### src/rtl/ram_arb_pkg.sv
// Shared types for the two-client RAM arbiter: FSM states, client id and read-return tag.
package ram_arb_pkg;

  typedef enum logic [0:0] {INIT, RUN} state_e;

  typedef logic client_id_t;

  localparam client_id_t CLIENT0 = 1'b0;
  localparam client_id_t CLIENT1 = 1'b1;

  typedef struct packed {
    logic       valid;
    client_id_t id;
  } rd_tag_t;

endpackage

### src/rtl/ram_arbiter_if.sv
// Client command/response and RAM pin bundle between the two clients, the arbiter and the RAM.
interface ram_arbiter_if #(
  parameter int unsigned DATA_WIDTH = 20,
  parameter int unsigned ADDR_WIDTH = 10
);

  logic                  req0;
  logic                  req1;
  logic                  we0;
  logic                  we1;
  logic [ADDR_WIDTH-1:0] addr0;
  logic [ADDR_WIDTH-1:0] addr1;
  logic [DATA_WIDTH-1:0] wdata0;
  logic [DATA_WIDTH-1:0] wdata1;
  logic                  gnt0;
  logic                  gnt1;
  logic                  rvalid0;
  logic                  rvalid1;
  logic [DATA_WIDTH-1:0] rdata0;
  logic [DATA_WIDTH-1:0] rdata1;
  logic                  busy;
  logic                  ram_write;
  logic                  ram_load;
  logic [ADDR_WIDTH-1:0] ram_address;
  logic [DATA_WIDTH-1:0] ram_data;
  logic [DATA_WIDTH-1:0] ram_q;

  // Arbiter side.
  modport slave (
    input  req0, req1, we0, we1, addr0, addr1, wdata0, wdata1, ram_q,
    output gnt0, gnt1, rvalid0, rvalid1, rdata0, rdata1, busy,
    output ram_write, ram_load, ram_address, ram_data
  );

  // Clients plus RAM side.
  modport master (
    output req0, req1, we0, we1, addr0, addr1, wdata0, wdata1, ram_q,
    input  gnt0, gnt1, rvalid0, rvalid1, rdata0, rdata1, busy,
    input  ram_write, ram_load, ram_address, ram_data
  );

endinterface

### src/rtl/rr_arbiter_2.sv
// Combinational two-way round-robin picker; on a tie the client that did not win last goes first.
module rr_arbiter_2
  import ram_arb_pkg::*;
(
  input  logic [1:0] elig,
  input  client_id_t last,
  output logic [1:0] win
);

  always_comb begin
    win = 2'b00;
    unique case (elig)
      2'b01:   win = 2'b01;
      2'b10:   win = 2'b10;
      2'b11:   win = (last == CLIENT1) ? 2'b01 : 2'b10;
      default: win = 2'b00;
    endcase
  end

endmodule

### src/rtl/ram_arbiter.sv
// Two-client round-robin sequencer for a single-port registered RAM.
// Define RAM_ARB_INIT_EN to clear the whole RAM after reset before serving clients.
module ram_arbiter
  import ram_arb_pkg::*;
#(
  parameter int unsigned DATA_WIDTH = 20,
  parameter int unsigned ADDR_WIDTH = 10,
  parameter int unsigned RAM_DEPTH  = 1 << ADDR_WIDTH
) (
  input logic          clk,
  input logic          rst,
  ram_arbiter_if.slave bus
);

  logic [1:0]            elig;
  logic [1:0]            win;
  logic                  gnt0_q, gnt0_d;
  logic                  gnt1_q, gnt1_d;
  logic                  write_q, write_d;
  logic                  load_q, load_d;
  logic [ADDR_WIDTH-1:0] addr_q, addr_d;
  logic [DATA_WIDTH-1:0] data_q, data_d;
  client_id_t            last_q, last_d;
  rd_tag_t               tag0_q, tag0_d;
  rd_tag_t               tag1_q;
  logic                  init_wr;
  logic [ADDR_WIDTH-1:0] init_addr;

`ifdef RAM_ARB_INIT_EN
  state_e                state_q, state_d;
  logic [ADDR_WIDTH:0]   init_cnt_q, init_cnt_d;
  logic                  busy_q;
  logic                  init_last;

  assign init_last = (init_cnt_q == (ADDR_WIDTH+1)'(RAM_DEPTH - 1));

  always_comb begin
    state_d    = state_q;
    init_cnt_d = init_cnt_q;
    if (state_q == INIT) begin
      init_cnt_d = init_cnt_q + 1'b1;
      if (init_last) begin
        state_d = RUN;
      end
    end
  end

  // busy lags the state by one cycle so it drops only once the last clear write is on the pins.
  always_ff @(posedge clk) begin
    if (rst) begin
      state_q    <= INIT;
      init_cnt_q <= '0;
      busy_q     <= 1'b1;
    end else begin
      state_q    <= state_d;
      init_cnt_q <= init_cnt_d;
      busy_q     <= (state_q == INIT);
    end
  end

  assign init_wr   = (state_q == INIT);
  assign init_addr = init_cnt_q[ADDR_WIDTH-1:0];
  assign bus.busy  = busy_q;
`else
  assign init_wr   = 1'b0;
  assign init_addr = '0;
  assign bus.busy  = 1'b0;
`endif

  // A client in its grant cycle is not eligible, so a held request cannot win twice in a row.
  assign elig = {bus.req1 & ~gnt1_q, bus.req0 & ~gnt0_q} & {2{~init_wr}};

  rr_arbiter_2 u_rr (
    .elig (elig),
    .last (last_q),
    .win  (win)
  );

  always_comb begin
    gnt0_d  = win[0];
    gnt1_d  = win[1];
    write_d = 1'b0;
    load_d  = 1'b0;
    addr_d  = addr_q;
    data_d  = data_q;
    last_d  = last_q;
    tag0_d  = '0;
    if (init_wr) begin
      write_d = 1'b1;
      addr_d  = init_addr;
      data_d  = '0;
    end else if (win[0]) begin
      write_d = bus.we0;
      load_d  = ~bus.we0;
      addr_d  = bus.addr0;
      data_d  = bus.wdata0;
      last_d  = CLIENT0;
      tag0_d  = '{valid: ~bus.we0, id: CLIENT0};
    end else if (win[1]) begin
      write_d = bus.we1;
      load_d  = ~bus.we1;
      addr_d  = bus.addr1;
      data_d  = bus.wdata1;
      last_d  = CLIENT1;
      tag0_d  = '{valid: ~bus.we1, id: CLIENT1};
    end
  end

  always_ff @(posedge clk) begin
    if (rst) begin
      gnt0_q  <= 1'b0;
      gnt1_q  <= 1'b0;
      write_q <= 1'b0;
      load_q  <= 1'b0;
      addr_q  <= '0;
      data_q  <= '0;
      last_q  <= CLIENT1;
      tag0_q  <= '0;
      tag1_q  <= '0;
    end else begin
      gnt0_q  <= gnt0_d;
      gnt1_q  <= gnt1_d;
      write_q <= write_d;
      load_q  <= load_d;
      addr_q  <= addr_d;
      data_q  <= data_d;
      last_q  <= last_d;
      tag0_q  <= tag0_d;
      tag1_q  <= tag0_q;
    end
  end

  assign bus.gnt0        = gnt0_q;
  assign bus.gnt1        = gnt1_q;
  assign bus.ram_write   = write_q;
  assign bus.ram_load    = load_q;
  assign bus.ram_address = addr_q;
  assign bus.ram_data    = data_q;
  assign bus.rvalid0     = tag1_q.valid & (tag1_q.id == CLIENT0);
  assign bus.rvalid1     = tag1_q.valid & (tag1_q.id == CLIENT1);
  assign bus.rdata0      = bus.ram_q;
  assign bus.rdata1      = bus.ram_q;

endmodule

### src/flat_wrapper.sv
// flat-port wrapper written by rule: the top's interface ports become plain ports
module ram_arbiter_flat import ram_arb_pkg::*;
#(
  parameter int unsigned DATA_WIDTH = 20,
  parameter int unsigned ADDR_WIDTH = 10,
  parameter int unsigned RAM_DEPTH  = 1 << ADDR_WIDTH
)
  (clk, rst, bus_req0, bus_req1, bus_we0, bus_we1, bus_addr0, bus_addr1, bus_wdata0, bus_wdata1, bus_ram_q, bus_gnt0, bus_gnt1, bus_rvalid0, bus_rvalid1, bus_rdata0, bus_rdata1, bus_busy, bus_ram_write, bus_ram_load, bus_ram_address, bus_ram_data);
  ram_arbiter_if #(.DATA_WIDTH(DATA_WIDTH), .ADDR_WIDTH(ADDR_WIDTH)) bus_i ();
  input logic clk;
  input logic rst;
  input wire logic [$bits(bus_i.req0)-1:0] bus_req0;
  input wire logic [$bits(bus_i.req1)-1:0] bus_req1;
  input wire logic [$bits(bus_i.we0)-1:0] bus_we0;
  input wire logic [$bits(bus_i.we1)-1:0] bus_we1;
  input wire logic [$bits(bus_i.addr0)-1:0] bus_addr0;
  input wire logic [$bits(bus_i.addr1)-1:0] bus_addr1;
  input wire logic [$bits(bus_i.wdata0)-1:0] bus_wdata0;
  input wire logic [$bits(bus_i.wdata1)-1:0] bus_wdata1;
  input wire logic [$bits(bus_i.ram_q)-1:0] bus_ram_q;
  output wire logic [$bits(bus_i.gnt0)-1:0] bus_gnt0;
  output wire logic [$bits(bus_i.gnt1)-1:0] bus_gnt1;
  output wire logic [$bits(bus_i.rvalid0)-1:0] bus_rvalid0;
  output wire logic [$bits(bus_i.rvalid1)-1:0] bus_rvalid1;
  output wire logic [$bits(bus_i.rdata0)-1:0] bus_rdata0;
  output wire logic [$bits(bus_i.rdata1)-1:0] bus_rdata1;
  output wire logic [$bits(bus_i.busy)-1:0] bus_busy;
  output wire logic [$bits(bus_i.ram_write)-1:0] bus_ram_write;
  output wire logic [$bits(bus_i.ram_load)-1:0] bus_ram_load;
  output wire logic [$bits(bus_i.ram_address)-1:0] bus_ram_address;
  output wire logic [$bits(bus_i.ram_data)-1:0] bus_ram_data;
  assign bus_i.req0 = bus_req0;
  assign bus_i.req1 = bus_req1;
  assign bus_i.we0 = bus_we0;
  assign bus_i.we1 = bus_we1;
  assign bus_i.addr0 = bus_addr0;
  assign bus_i.addr1 = bus_addr1;
  assign bus_i.wdata0 = bus_wdata0;
  assign bus_i.wdata1 = bus_wdata1;
  assign bus_i.ram_q = bus_ram_q;
  assign bus_gnt0 = bus_i.gnt0;
  assign bus_gnt1 = bus_i.gnt1;
  assign bus_rvalid0 = bus_i.rvalid0;
  assign bus_rvalid1 = bus_i.rvalid1;
  assign bus_rdata0 = bus_i.rdata0;
  assign bus_rdata1 = bus_i.rdata1;
  assign bus_busy = bus_i.busy;
  assign bus_ram_write = bus_i.ram_write;
  assign bus_ram_load = bus_i.ram_load;
  assign bus_ram_address = bus_i.ram_address;
  assign bus_ram_data = bus_i.ram_data;
  ram_arbiter #(.DATA_WIDTH(DATA_WIDTH), .ADDR_WIDTH(ADDR_WIDTH), .RAM_DEPTH(RAM_DEPTH)) u_core (.clk(clk), .rst(rst), .bus(bus_i));
endmodule
### config.mk
export PLATFORM = sky130hd
export DESIGN_NAME = ram_arbiter_flat
export DESIGN_NICKNAME = d
export VERILOG_FILES = /design/src/rtl/ram_arb_pkg.sv /design/src/rtl/ram_arbiter_if.sv /design/src/rtl/rr_arbiter_2.sv /design/src/rtl/ram_arbiter.sv /design/src/flat_wrapper.sv
export SDC_FILE = /design/constraint.sdc
export NUM_CORES = 1
export LEC_CHECK = 0
export ABC_AREA = 1
export ABC_CLOCK_PERIOD_IN_PS = 1150
export CORE_ASPECT_RATIO = 1.75
export CORE_UTILIZATION = 30
export CTS_CLUSTER_DIAMETER = 200
export DETAILED_ROUTE_END_ITERATION = 12
export GPL_ROUTABILITY_DRIVEN = 0
export GPL_TIMING_DRIVEN = 0
export PLACE_DENSITY_LB_ADDON = 0.2
export SYNTH_ARGS = -nofsm -noshare
export SYNTH_HDL_FRONTEND = slang
export SYNTH_SLANG_ARGS = --single-unit
### constraint.sdc
create_clock -name clk -period 1.15 [get_ports clk]
set_input_delay 0.23 -clock clk [delete_from_list [all_inputs] [get_ports clk]]
set_output_delay 0.23 -clock clk [all_outputs]
set_load 0.01 [all_outputs]
# [After elaboration in Yosys (flattened, before gate mapping)]
# Index checks and enable logic that the tools add are counted.
# Widths: inputs -> output; s select.
[word_totals] regBits=39 input_bits=86 output_inout_bits=77 wordCells=39
[classes] n_eq_ne=3 n_mux=14 bitwise_logic=9 reduce_logical=2
[ops] cell="$mux 20" n=2
[ops] cell="$mux 10" n=2
[ops] cell="$mux 1" n=6
[ops] cell="$mux 2" n=3
[ops] cell="$pmux 2 s3" n=1
[ops] cell="$not 1->1" n=5
[ops] cell="$and 1x1->1" n=4
[ops] cell="$eq 2x2->1 const B" n=2
[ops] cell="$eq 2x1->1 const B" n=1
[ops] cell="$reduce_bool 2->1" n=1
[ops] cell="$reduce_or 2->1" n=1

# [Depth between registers and ports, before layout]
# Gate-level depths: netlist of run 1.
[depth] depth_word=6 mapped_depth=7 ltp_nobuf=6

# [Modules after synthesis]
# From an unflattened synthesis of run 1, not the netlist that was laid out.
[hier_totals] cells_unflattened=308 hier_area_um2=2095.8
[modules_own_cells] module="ram_arbiter" instances=1 cells_per_inst=303 area_per_inst_um2=2074.5 seq_area_each_um2=760.7
[modules_own_cells] module="rr_arbiter_2" instances=1 cells_per_inst=5 area_per_inst_um2=21.3 seq_area_each_um2=0.0

# [Worst setup path after synthesis of run 1]
# No wires, ideal clock.
[synth_path] kind="register to register" startpoint="register u_core.gnt1_q (netlist: u_core.bus.gnt1)" endpoint="register u_core.addr_q[9] (netlist: u_core.bus.ram_address[9])" setup_ns=0.115 arrival_ns=0.984 t_required_ns=1.035 slack_ns=0.051 path_stages_with_launch=7 path_buffers=1 period_less_slack_ns=1.099 path_cell_list="dfxtp_1 inv_2 nand2_1 nand2_4 buf_2 o21ai_1 nor2_1"
[synth_between] elab_chain_cells=5 word_cells_on_any_way=8 cone_classes="3 x eq/ne; 2 x mux; 2 x bitwise; 1 x reduce/logical"
[synth_rtl] element="start, declared" line="ram_arbiter.sv:18" rtl="logic gnt1_q, gnt1_d;"
[synth_rtl] element="start signal, assigned" line="ram_arbiter.sv:122" rtl="gnt1_q <= gnt1_d;"
[synth_rtl] element="$not 1->1 (*)" line="ram_arbiter.sv:71" rtl="assign elig = {bus.req1 & ~gnt1_q, bus.req0 & ~gnt0_q} & {2{~init_wr}};"
[synth_rtl] element="$and 1x1->1 (*)" line="ram_arbiter.sv:71"
[synth_rtl] element="$eq 2x2->1 or $eq 2x1->1 (tied branches)" line="rr_arbiter_2.sv:12" rtl="unique case (elig)"
[synth_rtl] element="$pmux 2 s3 (*)" line="rr_arbiter_2.sv:12"
[synth_rtl] element="$mux 10 or $reduce_bool 2->1 (tied branches)"
[synth_rtl] element="end signal, assigned" line="ram_arbiter.sv:125" rtl="addr_q <= addr_d;"
[synth_rtl] element="end, declared" line="ram_arbiter.sv:21" rtl="logic [ADDR_WIDTH-1:0] addr_q, addr_d;"
# Mark *: on every way between the ends. The rest lies on a longest branch, timed or not.
# A chain may end at the register's enable or synchronous reset.

# [Worst setup path in the final report of run 1]
[layout_path] startpoint="register u_core.gnt0_q (netlist: u_core.bus.gnt0)" endpoint="register u_core.addr_q[3] (netlist: u_core.bus.ram_address[3])"
[layout_between] elab_chain_cells=5 word_cells_on_any_way=8 cone_classes="3 x eq/ne; 2 x mux; 2 x bitwise; 1 x reduce/logical"
[layout_rtl] element="start, declared" line="ram_arbiter.sv:17" rtl="logic gnt0_q, gnt0_d;"
[layout_rtl] element="start signal, assigned" line="ram_arbiter.sv:121" rtl="gnt0_q <= gnt0_d;"
[layout_rtl] element="$not 1->1 (*)" line="ram_arbiter.sv:71"
[layout_rtl] element="$and 1x1->1 (*)" line="ram_arbiter.sv:71"
[layout_rtl] element="$eq 2x2->1 or $eq 2x1->1 (tied branches)" line="rr_arbiter_2.sv:12"
[layout_rtl] element="$pmux 2 s3 (*)" line="rr_arbiter_2.sv:12"
[layout_rtl] element="$mux 10 or $reduce_bool 2->1 (tied branches)"
# Marked as above.

==> summary.txt, run 1 <==
first-pass GRT wire length: 11.43 mm
maximum vdd drop: 0.5442 mV
cell count after synthesis: 293
slowest stage delay, CP: 330 ps
core region area: 6857 sq um
FP Rows: 40
Hold Path Cell Cnt: 2
pin count of the biggest net entering global routing: 11
Vias: 2634
remaining antenna violation count: 0
Slowest-stage cell, CP: dfxtp_2
Seq/Total Area, Yosys: 0.3602
Num CTS Buffers: 5
CP Cell Sequence: inv_4, nand3_4, buf_6, buf_8, nand3b_1, nand3_1, nor2_1
Final setup viols: 1
Worst-path clk slew: 50 ps
# DRC: 0
Startpoint Class: flop
total die area: 7393 sq um
Async SR Flop Fraction: 0
failing checks: negative setup slack
cell taking the most area after synthesis: dfxtp_1
clk root buf: clkbuf_16
share of cells above drive strength 1: 0.2423
FMAX: 0.8404 GHz
nets: 540
most common cell in the netlist: nand3_1
Pleak: 0.001870 uW
DR iter-0 viols: 138
Synth area leaders: dfxtp_1 (36%), buf_4 (15%), nand3_1 (12%), nand4_1 (9.5%), nor2_1 (6.0%)
Max clock buf depth: 2
WS Path Type: reg2reg
H-tree Lvls: 2
Slew Viols, Final: 0
final setup margin: -39.90 ps
library cells used by synthesis: 19
PD cells: 1072 nW/um^2
DR WL/cell: 14.11 microns
Top FF cell, synth: dfxtp_1
Final HPWL DP: 5.628 mm
Post-synth EDFFs: 0
Antenna diodes: 0
Tmin final: 1190 ps
die width: 65.43 microns
top-level port count: 163
outcome: finished with violations
Initial Util: 0.3080
DR pass1 iterations: 5
Max-Cap Viols: 0
worst hold slack: 222.0 ps
RSZ-0062 raised after global routing: true
CTS tree: built
Overflow after GRT: 0
Buf/Inv on CP: 3
Post-Route WL: 7.593 mm
vias per cell: 4.896
critical path depth: 7
post-synth top area share: 0.3602
Final Hold Vio Count: 0
Setup crit end kind: flop
post-synth net total: 379
Port Buffers: 140
Seq cells post-synth: 38
GRT Total Usage: 0.1996
vias in the first global route: 2504
Hold/Removal Path Class: in2reg
reg2reg path depth: 7
initial antenna violation count: 0
synthesized area: 2112 sq um
Worst EP arrival: 1400 ps
worst-path fanout max: 5
clk sinks: 38
yosys warns: 0
Post-synth top cells: nand3_1 (49), buf_4 (41), dfxtp_1 (38), nor2_1 (34), nand4_1 (32)
P&R area growth vs syn: 89.81%
worst skew pair latency: 280 ps
die height: 113.0 microns
Final TNS setup: -39.90 ps
Largest delay share family, worst path: simple AND/OR/NAND/NOR gates
fill count: 662
fin crit share: 1.035
syn avg cell area: 7.208 sq um
Final Skew: 3.597 ps
Crit path required time: 1360 ps
## placed cells by master (no fill, tap or decap), types with 3 or more instances in the layout
| master | instances |
|---|---|
| clkdlybuf4s50_1 | 102 |
| buf_4 | 49 |
| nand3_1 | 48 |
| nor2_1 | 33 |
| dfxtp_1 | 33 |
| nand4_1 | 32 |
| dlygate4sd2_1 | 24 |
| inv_1 | 17 |
| nand2_1 | 16 |
| buf_6 | 13 |
| a21oi_1 | 13 |
| o21ai_1 | 13 |
| buf_2 | 11 |
| clkdlybuf4s15_1 | 8 |
| clkbuf_16 | 6 |
| clkbuf_2 | 4 |
| dfxtp_2 | 4 |
| inv_2 | 3 |
| buf_8 | 3 |
## metrics by stage
stage / util / cells / total power [uW] / setup slack (ps) / instance area (sq um)
2_1_floorplan: - / 293 / 2169 / 51.42 / 2112
3_3_place_gp: 0.5277 / 517 / 2903 / -462.4 / 3618
3_5_place_dp: 0.5277 / 517 / 2919 / -493.6 / 3618
4_1_cts: 0.5568 / 529 / 4194 / -2.366 / 3817
5_1_grt: 0.5847 / 538 / 4512 / -117.0 / 4009
6_report: 0.5847 / 538 / 4297 / -39.90 / 4009
## power by group
group | internal [uW] | leakage [uW] | switching [uW] | total (uW)
Clock | 792 | 0.0000640 | 494 | 1290
Sequential | 1460 | 0.000317 | 78.3 | 1530
Combinational | 826 | 0.00149 | 651 | 1480
## cell type report
class	instances	area [sq um]	area share
repair buffers	152	1465	0.3655
clock buffers	7	132.6	0.03308
flip-flops and latches	38	769.5	0.1919
multi-input cells	172	940.9	0.2347
inverters	22	90.09	0.02247
well taps	84	105.1	0.02622
plain buffers	63	505.5	0.1261
## per-layer routing
metal,vias up,track usage,share of wire
met4,0,0.07536,0.019
li1,1269,-,-
met3,13,0.05040,0.091
met5,-,0,0
met1,1197,0.1806,0.32
met2,155,0.4000,0.57
## what timing repair did
action / in CTS / in global routing
setup buffers: 4 / 2
setup endpoints to repair: 71 / 43
gates cloned: 1 / 7
pin swaps: 5 / 8
hold buffers: 0 / 0
resized for setup: 73 / 51
## state kept, by name, summed over array words and instances, names as in the netlist
name                    flops
u_core.last_q               1
u_core.bus.gnt1             1
u_core.tag0_q               2
u_core.bus.ram_data        20
u_core.tag1_q               2
u_core.bus.ram_address     10
u_core.bus.gnt0             1
u_core.bus.ram_write        1
## logic make-up (layout without fill, tap and decap cells)
logic type,after synthesis,after routing,synth area share
flops,38,38,0.3602
other cells,1,1,0.001776
buf+inv,85,244,0.2393
simple gates,141,143,0.3323
compound gates,28,28,0.06635
## worst register-to-register path: stages, from the launching register on
cell and delay [ps]:
dfxtp_2 330, inv_4 80, nand3_4 130, buf_6 180
buf_8 130, nand3b_1 100, nand3_1 70, nor2_1 110
## path summary, 6_finish.rpt
path                                        from                   endpoint  slack [ps]
worst min register to register  u_core.tag0_q[0]           u_core.tag1_q[0]         400
worst max register to register   u_core.bus.gnt0  u_core.bus.ram_address[3]         -40
worst min-delay path                         rst           u_core.tag1_q[1]         220
worst max-delay path             u_core.bus.gnt0  u_core.bus.ram_address[3]         -40
(Power assumes the default switching activity.)
==> inputs of run 2 (changes only) <==
- CELL_PAD_IN_SITES_DETAIL_PLACEMENT: unset -> 0
- CELL_PAD_IN_SITES_GLOBAL_PLACEMENT: unset -> 1
- CORE_UTILIZATION: 30 -> 22
==> run 2 against run 1 <==
  * The flow still finishes with violations (negative setup slack)
  * Setup slack better by 33 ps
  * Final cell count rose by 6.7%
  * Sequential power about the same
  * Clock power grew 9%
  * Register-to-register slack improved by 30 ps
  * Combinational power about the same
  * Clock skew is 2.1 ps higher
  * Worst hold slack got worse by 11 ps
  * Die area up 35%
  * Critical endpoint is now u_core.bus.ram_data[10]
  * Largest cell class unchanged
  * Largest power group unchanged
  * Highest routed layer unchanged
==> summary.txt, run 2 (synthesis results as in run 1) <==
max reg flops: 20
maximum vdd drop: 0.6193 mV
share of cells above drive strength 1: 0.2389
Crit path required time: 1370 ps
clk sinks: 38
fin crit share: 1.006
DR WL/cell: 14.02 microns
GRT Total Usage: 0.1583
core region area: 9409 sq um
outcome: finished with violations
DR pass1 iterations: 6
fill count: 1013
Initial Util: 0.2245
nets: 537
Max-Cap Viols: 0
initial antenna violation count: 0
worst-path fanout max: 5
Port Buffers: 140
commonest cells after routing, fill and taps aside: clkdlybuf4s50_1 (102), buf_4 (47), nand3_1 (43)
Worst EP arrival: 1370 ps
H-tree Lvls: 2
Seq pwr share: 0.348
Final Skew: 5.742 ps
PD cells: 1083 nW/um^2
top-level port count: 163
Antenna diodes: 0
sequential cell area: 768.2 sq um
final setup margin: -6.750 ps
flop2flop setup slack: -7 ps
most common cell after layout, fill and taps aside: clkdlybuf4s50_1
Overflow after GRT: 0
P&R area growth vs syn: 92.77%
vias per cell: 4.404
worst skew pair latency: 280 ps
RSZ-0062 raised after global routing: true
hold path startpoint: rst
Setup crit end kind: flop
reg2reg end: u_core.bus.ram_data[10]
CTS tree: built
reg2reg start: u_core.bus.gnt1
Worst-path clk slew: 60 ps
vias in the first global route: 2498
multi-input logic area: 927.1 sq um
reg2reg path depth: 7
Startpoint Class: flop
Switching Share: 0.2886
die width: 76.07 microns
combinational share of power: 0.333
first-pass GRT wire length: 12.34 mm
Tmin final: 1157 ps
remaining antenna violation count: 0
Pleak: 0.001853 uW
clk root buf: clkbuf_16
Hold/Removal Path Class: in2reg
Vias: 2528
Max clock buf depth: 2
hold endpoint: u_core.bus.gnt0
# DRC: 0
Finished Cell Area: 4071 sq um
Slew Viols, Final: 0
FP Rows: 47
Power Internal: 3136 uW
CP startpoint: u_core.bus.gnt1
DR iter-0 viols: 77
final std cells w/o fill: 574
switching pwr: 1272 uW
die height: 131.6 microns
Final HPWL DP: 6.098 mm
total die area: 10010 sq um
pin count of the biggest net entering global routing: 12
placed instance count: 555
Hold Path Cell Cnt: 2
Placed Area: 3666 sq um
Clock power frac: 0.320
Post-Route WL: 8.049 mm
FMAX: 0.8645 GHz
WS Path Type: reg2reg
Num CTS Buffers: 5
Final Hold Vio Count: 0
failing checks: negative setup slack
Final setup viols: 1
-- run 2: area by class of cell --
class	count	share of cell area
clock inverter	1	0.001229
tap	122	0.03749
inverter	22	0.02213
multi-input combinational	171	0.2277
timing repair buffer	150	0.3660
clock buffer	7	0.03503
buffer	63	0.1217
sequential	38	0.1887
-- run 2: worst max-delay path by stage --
stage	endpoint	slack (ps)
final	u_core.bus.ram_data[10]	-7
after global routing	u_core.bus.ram_data[10]	-80
after CTS	u_core.tag0_q[1]	0.2
after detailed placement	u_core.bus.ram_data[15]	-550
after global placement	u_core.bus.ram_data[15]	-550
after floorplan	u_core.bus.ram_address[9]	50
-- run 2: power by group through the flow --
stage          clock network [uW]  logic, uW  registers (uW)
2_1_floorplan                   0        562            1610
3_3_place_gp                    0       1370            1560
3_5_place_dp                    0       1380            1560
4_1_cts                      1440       1390            1530
5_1_grt                      1530       1580            1550
6_report                     1410       1470            1530
-- run 2: through the flow --
step / setup WS, ps / power (uW) / hold slack [ps] / util / setup TNS [ps]
after global placement: -551.3 / 2929 / 399.3 / 0.3896 / -17620
after floorplan: 51.42 / 2169 / 364.9 / - / 0
after CTS: 0.2491 / 4353 / 219.4 / 0.4152 / 0
after global routing: -75.70 / 4658 / 222.6 / 0.4327 / -469.9
after detailed placement: -545.7 / 2936 / 396.3 / 0.3896 / -17660
final: -6.750 / 4408 / 211.0 / 0.4327 / -6.750
-- run 2: critical path, stage by stage (launching register included) --
cell and delay (ps):
dfxtp_4 360, nor2_4 170, buf_6 150, clkbuf_16 140, nand3_2 70, nand2_1 60, nor2_1 40, nor2_1 100
-- run 2: repair_timing --
item | CTS | global route
pin swaps | 4 | 15
setup endpoints to repair | 71 | 51
gates resized for setup | 74 | 47
hold buffers | 0 | 0
setup buffers | 5 | 1
cloned | 2 | 3
-- run 2: per-layer routing --
layer	wire (microns)	GRT usage
met5	0	0
met4	89	0.05662
met3	616	0.05000
met2	4583	0.3141
met1	2759	0.1465
